### src/rtl/inst_encoder_if.sv
// Instruction-in handshake and instruction-RAM write bus for inst_encoder.
interface inst_encoder_if #(
    parameter int unsigned ADDR_W = 8
);
    logic              in_valid;
    logic              in_ready;
    logic [10:0]       execution;
    logic [4:0]        rd;
    logic [4:0]        rs1;
    logic [4:0]        rs2;
    logic [31:0]       imm;
    logic              mem_we;
    logic [ADDR_W-1:0] mem_addr;
    logic [31:0]       mem_wdata;

    modport master (
        output in_valid, execution, rd, rs1, rs2, imm,
        input  in_ready, mem_we, mem_addr, mem_wdata
    );

    modport slave (
        input  in_valid, execution, rd, rs1, rs2, imm,
        output in_ready, mem_we, mem_addr, mem_wdata
    );
endinterface

### src/rtl/inst_encoder.sv
// Symbolic RV32-subset instruction assembler that loads encoded words into instruction RAM.
// Optional immediate range/alignment checking is enabled by defining ENC_RANGE_CHECK_EN.
module inst_encoder #(
    parameter int unsigned ADDR_W    = 8,
    parameter int unsigned BASE_ADDR = 0
) (
    input  logic              clk,
    input  logic              rst,
    inst_encoder_if.slave     bus,
    input  logic              restart,
    output logic              halted,
    output logic              full,
    output logic              err,
    output logic [1:0]        err_code,
    output logic [ADDR_W:0]   inst_count
);
    localparam int unsigned CNT_W = ADDR_W + 1;
    localparam logic [CNT_W-1:0]  CAPACITY = {1'b1, {ADDR_W{1'b0}}};
    localparam logic [ADDR_W-1:0] BASE_PTR = ADDR_W'(BASE_ADDR);

    localparam logic [2:0] S_IDLE  = 3'd0;
    localparam logic [2:0] S_ENC   = 3'd1;
    localparam logic [2:0] S_WRITE = 3'd2;
    localparam logic [2:0] S_ERR   = 3'd3;
    localparam logic [2:0] S_DONE  = 3'd4;

    localparam logic [10:0] EX_LW   = 11'h001;
    localparam logic [10:0] EX_SLLI = 11'h002;
    localparam logic [10:0] EX_AND  = 11'h003;
    localparam logic [10:0] EX_SW   = 11'h004;
    localparam logic [10:0] EX_BEQ  = 11'h008;
    localparam logic [10:0] EX_ADD  = 11'h010;
    localparam logic [10:0] EX_SUB  = 11'h020;
    localparam logic [10:0] EX_SLL  = 11'h040;
    localparam logic [10:0] EX_XOR  = 11'h080;
    localparam logic [10:0] EX_OR   = 11'h100;
    localparam logic [10:0] EX_JAL  = 11'h200;
    localparam logic [10:0] EX_HALT = 11'h400;

    localparam logic [6:0] OP_R = 7'b0110011;

    logic [2:0]  state;
    logic [2:0]  state_nx;
    logic [10:0] exe_q;
    logic [4:0]  rd_q;
    logic [4:0]  rs1_q;
    logic [4:0]  rs2_q;
    logic [31:0] imm_q;
    logic [31:0] word;
    logic        illegal;
    logic        is_halt;
    logic        range_bad;
    logic        enc_fail;
    logic [1:0]  code_sel;
    logic        transfer;

    assign transfer = bus.in_valid && bus.in_ready;

    // Machine-word encoding of the latched instruction
    always_comb begin
        word    = 32'h0;
        illegal = 1'b0;
        is_halt = 1'b0;
        case (exe_q)
            EX_LW:   word = {imm_q[11:0], rs1_q, 3'b010, rd_q, 7'b0000011};
            EX_SLLI: word = {7'b0, imm_q[4:0], rs1_q, 3'b001, rd_q, 7'b0010011};
            EX_SW:   word = {imm_q[11:5], rs2_q, rs1_q, 3'b010, imm_q[4:0], 7'b0100011};
            EX_BEQ:  word = {imm_q[12], imm_q[10:5], rs2_q, rs1_q, 3'b000,
                             imm_q[4:1], imm_q[11], 7'b1100011};
            EX_ADD:  word = {7'b0000000, rs2_q, rs1_q, 3'b000, rd_q, OP_R};
            EX_SUB:  word = {7'b0100000, rs2_q, rs1_q, 3'b000, rd_q, OP_R};
            EX_SLL:  word = {7'b0000000, rs2_q, rs1_q, 3'b001, rd_q, OP_R};
            EX_XOR:  word = {7'b0000000, rs2_q, rs1_q, 3'b100, rd_q, OP_R};
            EX_OR:   word = {7'b0000000, rs2_q, rs1_q, 3'b110, rd_q, OP_R};
            EX_AND:  word = {7'b0000000, rs2_q, rs1_q, 3'b111, rd_q, OP_R};
            EX_JAL:  word = {imm_q[20], imm_q[10:1], imm_q[11], imm_q[19:12], rd_q, 7'b1101111};
            EX_HALT: begin
                word    = 32'h0010_0073;
                is_halt = 1'b1;
            end
            default: illegal = 1'b1;
        endcase
    end

`ifdef ENC_RANGE_CHECK_EN
    logic signed [31:0] imm_s;
    assign imm_s = $signed(imm_q);

    always_comb begin
        range_bad = 1'b0;
        case (exe_q)
            EX_LW, EX_SW: range_bad = (imm_s < -32'sd2048) || (imm_s > 32'sd2047);
            EX_SLLI:      range_bad = (imm_s < 32'sd0) || (imm_s > 32'sd31);
            EX_BEQ:       range_bad = (imm_s < -32'sd4096) || (imm_s > 32'sd4094) || imm_q[0];
            EX_JAL:       range_bad = (imm_s < -32'sd1048576) || (imm_s > 32'sd1048574) || imm_q[0];
            default:      range_bad = 1'b0;
        endcase
    end
`else
    // Without checking, high immediate bits are simply truncated away
    logic unused_imm_hi;
    assign unused_imm_hi = ^imm_q[31:21];
    assign range_bad     = 1'b0;
`endif

    // Error priority: illegal code, then memory full, then immediate range
    always_comb begin
        code_sel = 2'b00;
        if (illegal)        code_sel = 2'b01;
        else if (full)      code_sel = 2'b11;
        else if (range_bad) code_sel = 2'b10;
    end

    assign enc_fail = illegal || full || range_bad;

    always_ff @(posedge clk) begin
        if (rst) state <= S_IDLE;
        else     state <= state_nx;
    end

    always_comb begin
        state_nx = state;
        case (state)
            S_IDLE:  if (transfer) state_nx = S_ENC;
            S_ENC:   state_nx = enc_fail ? S_ERR : S_WRITE;
            S_WRITE: state_nx = is_halt ? S_DONE : S_IDLE;
            S_ERR:   state_nx = S_IDLE;
            S_DONE:  if (restart) state_nx = S_IDLE;
            default: state_nx = S_IDLE;
        endcase
    end

    // Registered outputs, field latches, write pointer and counters
    always_ff @(posedge clk) begin
        if (rst) begin
            bus.in_ready  <= 1'b0;
            bus.mem_we    <= 1'b0;
            bus.mem_addr  <= BASE_PTR;
            bus.mem_wdata <= 32'h0;
            halted        <= 1'b0;
            full          <= 1'b0;
            err           <= 1'b0;
            err_code      <= 2'b00;
            inst_count    <= '0;
            exe_q         <= 11'h0;
            rd_q          <= 5'h0;
            rs1_q         <= 5'h0;
            rs2_q         <= 5'h0;
            imm_q         <= 32'h0;
        end else begin
            bus.in_ready <= (state_nx == S_IDLE);
            bus.mem_we   <= (state_nx == S_WRITE);
            err          <= (state_nx == S_ERR);

            if (state == S_IDLE && transfer) begin
                exe_q <= bus.execution;
                rd_q  <= bus.rd;
                rs1_q <= bus.rs1;
                rs2_q <= bus.rs2;
                imm_q <= bus.imm;
            end

            if (state == S_ENC) begin
                if (enc_fail) err_code      <= code_sel;
                else          bus.mem_wdata <= word;
            end

            // The last word leaves the pointer on the final address rather than wrapping
            if (state == S_WRITE) begin
                inst_count <= inst_count + CNT_W'(1);
                if (inst_count + CNT_W'(1) == CAPACITY) full <= 1'b1;
                else                                     bus.mem_addr <= bus.mem_addr + ADDR_W'(1);
                if (is_halt) halted <= 1'b1;
            end

            if (state == S_DONE && restart) begin
                bus.mem_addr <= BASE_PTR;
                inst_count   <= '0;
                halted       <= 1'b0;
                full         <= 1'b0;
            end
        end
    end
endmodule
### src/flat_wrapper.sv
// flat-port wrapper written by rule: the top's interface ports become plain ports
module inst_encoder_flat 
#(
    parameter int unsigned ADDR_W    = 8,
    parameter int unsigned BASE_ADDR = 0
)
  (clk, rst, restart, halted, full, err, err_code, inst_count, bus_in_valid, bus_execution, bus_rd, bus_rs1, bus_rs2, bus_imm, bus_in_ready, bus_mem_we, bus_mem_addr, bus_mem_wdata);
  inst_encoder_if #(.ADDR_W(ADDR_W)) bus_i ();
  input  logic clk;
  input  logic rst;
  input  logic restart;
  output logic halted;
  output logic full;
  output logic err;
  output logic [1:0] err_code;
  output logic [ADDR_W:0] inst_count;
  input wire logic [$bits(bus_i.in_valid)-1:0] bus_in_valid;
  input wire logic [$bits(bus_i.execution)-1:0] bus_execution;
  input wire logic [$bits(bus_i.rd)-1:0] bus_rd;
  input wire logic [$bits(bus_i.rs1)-1:0] bus_rs1;
  input wire logic [$bits(bus_i.rs2)-1:0] bus_rs2;
  input wire logic [$bits(bus_i.imm)-1:0] bus_imm;
  output wire logic [$bits(bus_i.in_ready)-1:0] bus_in_ready;
  output wire logic [$bits(bus_i.mem_we)-1:0] bus_mem_we;
  output wire logic [$bits(bus_i.mem_addr)-1:0] bus_mem_addr;
  output wire logic [$bits(bus_i.mem_wdata)-1:0] bus_mem_wdata;
  assign bus_i.in_valid = bus_in_valid;
  assign bus_i.execution = bus_execution;
  assign bus_i.rd = bus_rd;
  assign bus_i.rs1 = bus_rs1;
  assign bus_i.rs2 = bus_rs2;
  assign bus_i.imm = bus_imm;
  assign bus_in_ready = bus_i.in_ready;
  assign bus_mem_we = bus_i.mem_we;
  assign bus_mem_addr = bus_i.mem_addr;
  assign bus_mem_wdata = bus_i.mem_wdata;
  inst_encoder #(.ADDR_W(ADDR_W), .BASE_ADDR(BASE_ADDR)) u_core (.clk(clk), .rst(rst), .bus(bus_i), .restart(restart), .halted(halted), .full(full), .err(err), .err_code(err_code), .inst_count(inst_count));
endmodule
### config.mk
export PLATFORM = sky130hd
export DESIGN_NAME = inst_encoder_flat
export DESIGN_NICKNAME = d
export VERILOG_FILES = /design/src/rtl/inst_encoder_if.sv /design/src/rtl/inst_encoder.sv /design/src/flat_wrapper.sv
export SDC_FILE = /design/constraint.sdc
export NUM_CORES = 1
export LEC_CHECK = 0
export BUFFER_PORTS_ARGS = -buffer_cell sky130_fd_sc_hd__buf_4
export CAP_MARGIN = 10
export CORE_UTILIZATION = 48
export DETAILED_ROUTE_END_ITERATION = 8
export PLACE_DENSITY = 0.75
export SKIP_CTS_REPAIR_TIMING = 1
export SLEW_MARGIN = 20
export SYNTH_ARGS = -nofsm -noshare
export SYNTH_HDL_FRONTEND = slang
export SYNTH_SLANG_ARGS = --single-unit
### constraint.sdc
create_clock -name clk -period 2.2 [get_ports clk]
set_input_delay 0.11 -clock clk [delete_from_list [all_inputs] [get_ports clk]]
set_output_delay 0.11 -clock clk [all_outputs]
set_load 0.02 [all_outputs]
== Word-level counts from Yosys, hierarchy flattened ==
Index checks and enable logic that the tools add are counted.
Storage, ports and cells
  bits in registers: 106
  input bits: 62
  output and inout bits: 56
  logic and storage cells: 60
Cells by class
  add/subtract/negate cells: 2
  eq/ne operators: 18
  muxes and demuxes: 10
  bitwise gates (word level): 2
  reductions and logical operators: 13
Operator list (count)
  case mux 32 bit (12 select lines): 1
  equality test 11 x 2 -> 1 bit, second input constant: 2
  case mux 3 bit (4 select lines): 1
  OR reduction 12 bit: 1
  equality test 11 x 1 -> 1 bit, second input constant: 1
  equality test 11 x 10 -> 1 bit, second input constant: 1
  equality test 11 bit, second input constant: 1
  equality test 11 x 3 -> 1 bit, second input constant: 1
  equality test 11 x 4 -> 1 bit, second input constant: 1
  equality test 11 x 5 -> 1 bit, second input constant: 1
  equality test 11 x 6 -> 1 bit, second input constant: 1
  equality test 11 x 7 -> 1 bit, second input constant: 1
  equality test 11 x 8 -> 1 bit, second input constant: 1
  equality test 11 x 9 -> 1 bit, second input constant: 1
  AND reduction 2 bit: 5
  adder 9 x 1 -> 9 bit, second input constant: 1
  equality test 3 x 2 -> 1 bit, second input constant: 3
  equality test 9 bit, second input constant: 1
  two-way mux 3 bit: 3
  adder 8 x 1 -> 8 bit, second input constant: 1
  zero test 3 bit: 2
  two-way mux 2 bit: 2
  equality test 3 x 1 -> 1 bit, second input constant: 1
  equality test 3 bit, second input constant: 1
  5 further kinds: 10

== Logic depth before layout (Yosys ltp) ==
  depth in word-level cells: 7
  depth in mapped cells: 8
  gate-level depth less buffers: 7

== Worst setup path before layout ==
OpenSTA, ideal clock, no wires.
  path type: reg-to-reg
  from: register u_core.inst_count[3]
  to: register u_core.bus.mem_addr[4]
  setup time: 70 ps
  data arrival time: 2064 ps
  required time: 2130 ps
  slack: 66 ps
  stages on the path, launching flop included: 9
  buffers on the path: 2
  period minus slack after synthesis: 2134 ps
  cell sequence: dfxtp_1 clkbuf_1 nand3_1 or3_1 o211ai_1 o21ai_1 clkbuf_1 or3_1 a21oi_1
On the way
  longest elaborated chain between the ends: 4
Ends and longest elaborated chain
  from (decl): RTL line inst_encoder.sv:15  | output logic [ADDR_W:0] inst_count
  from (signal assigned): RTL line inst_encoder.sv:170  | inst_count <= inst_count + CNT_W'(1);
  adder 9 x 1 -> 9 bit: RTL line inst_encoder.sv:171  | if (inst_count + CNT_W'(1) == CAPACITY) full <= 1'b1;
  equality test 9 bit: RTL line inst_encoder.sv:171
  NOT 1 bit (no line)
  AND reduction 2 bit (no line)
  to (signal assigned): RTL line inst_encoder.sv:172  | else bus.mem_addr <= bus.mem_addr + ADDR_W'(1);
  to (decl): RTL line inst_encoder_if.sv:23  | output in_ready, mem_we, mem_addr, mem_wdata
No other way between the ends.
A chain may end at the register's enable or synchronous reset.

== Worst setup path in the final report ==
  from: register u_core.exe_q[1]
  to: register u_core.bus.mem_wdata[9]
On the way
  longest elaborated chain between the ends: 6
  elaborated cells between the ends (all ways): 18
  classes of those cells: eq/ne: 12; mux: 2; bitwise: 1; reduce/logical: 3
Ends and longest elaborated chain
  from (decl): RTL line inst_encoder.sv:44  | logic [10:0] exe_q;
  from (signal assigned): RTL line inst_encoder.sv:156  | exe_q <= bus.execution;
  equality test 11 x 1 -> 1 bit (tied with other cells): RTL line inst_encoder.sv:64  | case (exe_q)
  OR reduction 12 bit (no line)
  two-way mux 1 bit: RTL line inst_encoder.sv:64
  logical OR 1 bit: RTL line inst_encoder.sv:114  | assign enc_fail = illegal || full || range_bad;
  NOT 1 bit (no line)
  AND reduction 2 bit (no line)
  to (signal assigned): RTL line inst_encoder.sv:165  | else bus.mem_wdata <= word;
  to (decl): RTL line inst_encoder_if.sv:23
Parallel ways exist; a longest one is shown, timed or not.

==> metrics.md <==
| Metric | Value |
|---|---|
| Status | `complete, but fails checks` |
| Violated checks | `hold timing` |
| Largest net degree at the start of global routing | `58` |
| Post-synth top area share | `0.436` |
| Crit path max-delay family | `compound AO/OA/AOI/OAI gates` |
| Final Util | `0.690` |
| Worst flop-to-flop path startpoint | `u_core.exe_q[1]` |
| Count of different cell masters after synthesis | `69` |
| M1 wire length | `5540 µm` |
| Pre-CTS setup slack | `-42.8 ps` |
| Setup crit start kind | `flop` |
| Endpoint type of the worst setup path | `flop` |
| Clk slew on worst S/H paths | `roughly 110 ps` |
| Final Hold Vio Count | `10` |
| CTS tree | `done` |
| Top Metal Used | `met4` |
| Maximum fanout along the worst path | `5` |
| Nets | `807` |
| Cells along the critical path | `or3b_1 -> a211oi_1 -> buf_4 -> o21a_4 -> o211ai_4 -> buf_4 -> nor4b_1 -> a211o_1` |
| First-pass GRT wire length | `19000 µm` |
| Final Cycle Share | `0.998` |
| Yosys top cell by area | `dfxtp_1` |
| GRT Resource Usage Total | `0.234` |
| Post-synth EDFFs | `0` |
| Final worst slack | `3.36 ps` |
| WL/cell | `14.9 µm` |
| Number of global-route vias before repair | `4092` |
| Die W | `102 µm` |
| Max Root-Sink Buffers | `2` |
| VDD IR max | `0.321 mV` |
| Vias per cell | `roughly 5.4` |
| Max Slew Vio Count | `0` |
| Area contributors post-synth | `dfxtp_1 (44%), nand2_1 (9.8%), a21oi_1 (7.1%)` |
| DR iter-0 viols | `between 200 and 250` |
| Hold Crit Class | `in -> reg` |
| Synth Flop Type | `dfxtp_1` |
| CP dominant cell by count | `buf_4` |
| Setup violators final | `0` |
| Number of antenna diodes | `0` |
| Max-cap violations | `0` |
| Initial Utilization | `0.493` |
| Clock Latency Late Sink | `380 ps` |
| Routed WL | `roughly 13000 µm` |
| Area after DPL | `5930 µm²` |
| Grt ovf | `0` |
| #FFs+latches synth | `104` |
| RSZ-0062 raised after global routing | `yes` |
| Maximum level of the CTS H-tree | `3` |
| Max-slew headroom | `0.578` |
| Worst R2R Setup Slack | `3 ps` |
| Detail Placement HPWL | `about 8600 µm` |
| Clk_skew | `16.2 ps` |
| Hold wc startpoint | `bus_imm[19]` |
| Yosys synthesis warning count | `0` |
| Die area | `10300 µm²` |
| Tightest Pin Transition | `around 630 ps` |
| Fin crit period | `between 2000 and 2500 ps` |
| TritonCTS Buffers | `9` |
| Final instance area | `roughly 6700 µm²` |
| Area delta synth->final | `40.0%` |
| CP bufs+invs | `2` |
| Buffers added on ports | `roughly 110` |
| DRC errors left | `0` |
| CP peak stage delay | `370 ps` |
| CTS sink cnt | `approximately 100` |
| Via Count | `roughly 4800` |
| Hold Slack | `-15.3 ps` |
| FILL cells | `about 790` |
| Routability Congestion | `0.878` |
| Leakage | `about 0.0027 µW` |
| Initial antenna violation count | `0` |
| Post-Syn Area per Cell | `8.21 µm²` |
| Syn Inst Count | `581` |
| WL met3 | `592 µm` |
| Arr. time, crit path | `2520 ps` |
| Die height | `roughly 100 µm` |
| FF/Latch Area | `~2100 µm²` |
| Crit Path Class | `reg -> reg` |
| Highest Clock Rate | `0.455 GHz` |
| Cell Area, Synth | `4770 µm²` |
| Setup crit start | `u_core.exe_q[1]` |
| Final ANT Viol Nets | `0` |
| WL met2 | `6730 µm` |
| I/O pin cnt | `about 120` |
| Clk root buf | `clkbuf_8` |
| CP max stage cell | `or3b_1` |
| Core Region | `9680 µm²` |
| Share of layout cells above drive strength 1 | `0.284` |
| Multi-input gate area | `2630 µm²` |
| Critical path required time | `approximately 2500 ps` |
| Synth async-reset ratio | `0` |
| PwrDens | `627 nW/µm²` |
| Register area share after synthesis | `0.436` |
| Syn nets | `between 600 and 700` |
| Drt pass-1 iters | `5` |
| Row count | `36` |
[area by class of cell]
cell class	count	area share
flip-flops and latches	104	0.313
clock inverters	5	0.00693
repair buffers	191	0.236
multi-input cells	428	0.393
clock buffers	11	0.0212
well taps	133	0.0249
inverters	8	0.00449
[path summary, 6_finish.rpt]
path                             endpoint  cells after the start
setup / recovery  u_core.bus.mem_wdata[9]                      8
hold / removal           u_core.imm_q[19]                      3
setup reg to reg  u_core.bus.mem_wdata[9]                      8
hold reg to reg           u_core.imm_q[7]                      2
[synth_stat cells, types with 4 or more instances]
cell type,count
a22o_1,9
a21oi_1,68
buf_1,4
nand3b_1,7
nand3_1,11
buf_2,7
nor2_1,34
or3_1,4
nand4_1,8
dfxtp_1,104
inv_1,8
a31oi_1,5
and2_1,4
a211o_1,6
nor4_1,7
nor3_1,12
nor3b_1,12
nand2_1,125
nor2b_1,5
nor4b_1,4
and3_1,6
xnor2_1,4
xor2_1,11
a221o_1,7
nand2b_1,4
clkbuf_1,27
a211oi_1,4
o21ai_0,16
[worst reg2reg max path, stage by stage (launching register included)]
cell	delay, ps
dfxtp_1	360
or3b_1	370
a211oi_1	250
buf_4	170
o21a_4	160
o211ai_4	130
buf_4	190
nor4b_1	340
a211o_1	170
[metal layers]
metal	global-route usage	up-vias
met5	0	-
met2	0.414	145
li1	-	2382
met3	0.0324	24
met4	0.0825	0
met1	0.289	2235
[registers in the layout (all words and copies together), names as in the netlist, 5 cells and up]
register and count:
u_core.rs2_q 5, u_core.rs1_q 5, u_core.exe_q 11, u_core.rd_q 5, u_core.inst_count 9, u_core.bus.mem_addr 8
u_core.imm_q 21, u_core.bus.mem_wdata 30
[cells by family after synthesis]
| logic type | share of synthesized area |
|---|---|
| flops | 0.436 |
| compound gates | 0.199 |
| mux | 0.00629 |
| buf+inv | 0.0451 |
| simple gates | 0.277 |
| xor+xnor | 0.0275 |
| fa+ha+maj | 0.00787 |
[cells in the final DEF (no fill, tap or decap), types with 9 or more instances in the layout]
cell | netlist | final
o21ai_0 | 16 | 15
xor2_1 | 11 | 11
a22o_1 | 9 | 9
nor3_1 | 12 | 12
clkbuf_8 | 0 | 10
buf_4 | 3 | 152
dfxtp_1 | 104 | 99
nor2_1 | 34 | 33
a21oi_1 | 68 | 67
nand3_1 | 11 | 10
dlygate4sd3_1 | 0 | 34
nand2_1 | 125 | 124
[per-stage QoR]
step	total power, µW	cells	TNS [ps]
finish	4190	880	0
global route	4380	880	-533
CTS	4070	839	-492
detailed placement	2930	823	-274
global placement	2910	823	-17.0
floorplan	2580	581	0
[power by group]
group	leakage (µW)	total [µW]	switching, µW	internal, µW
combinational	0.00175	992	535	457
sequential	0.000845	2040	77.1	1970
clock	0.0000964	1150	688	464
Power figures use the tool's default switching activity.
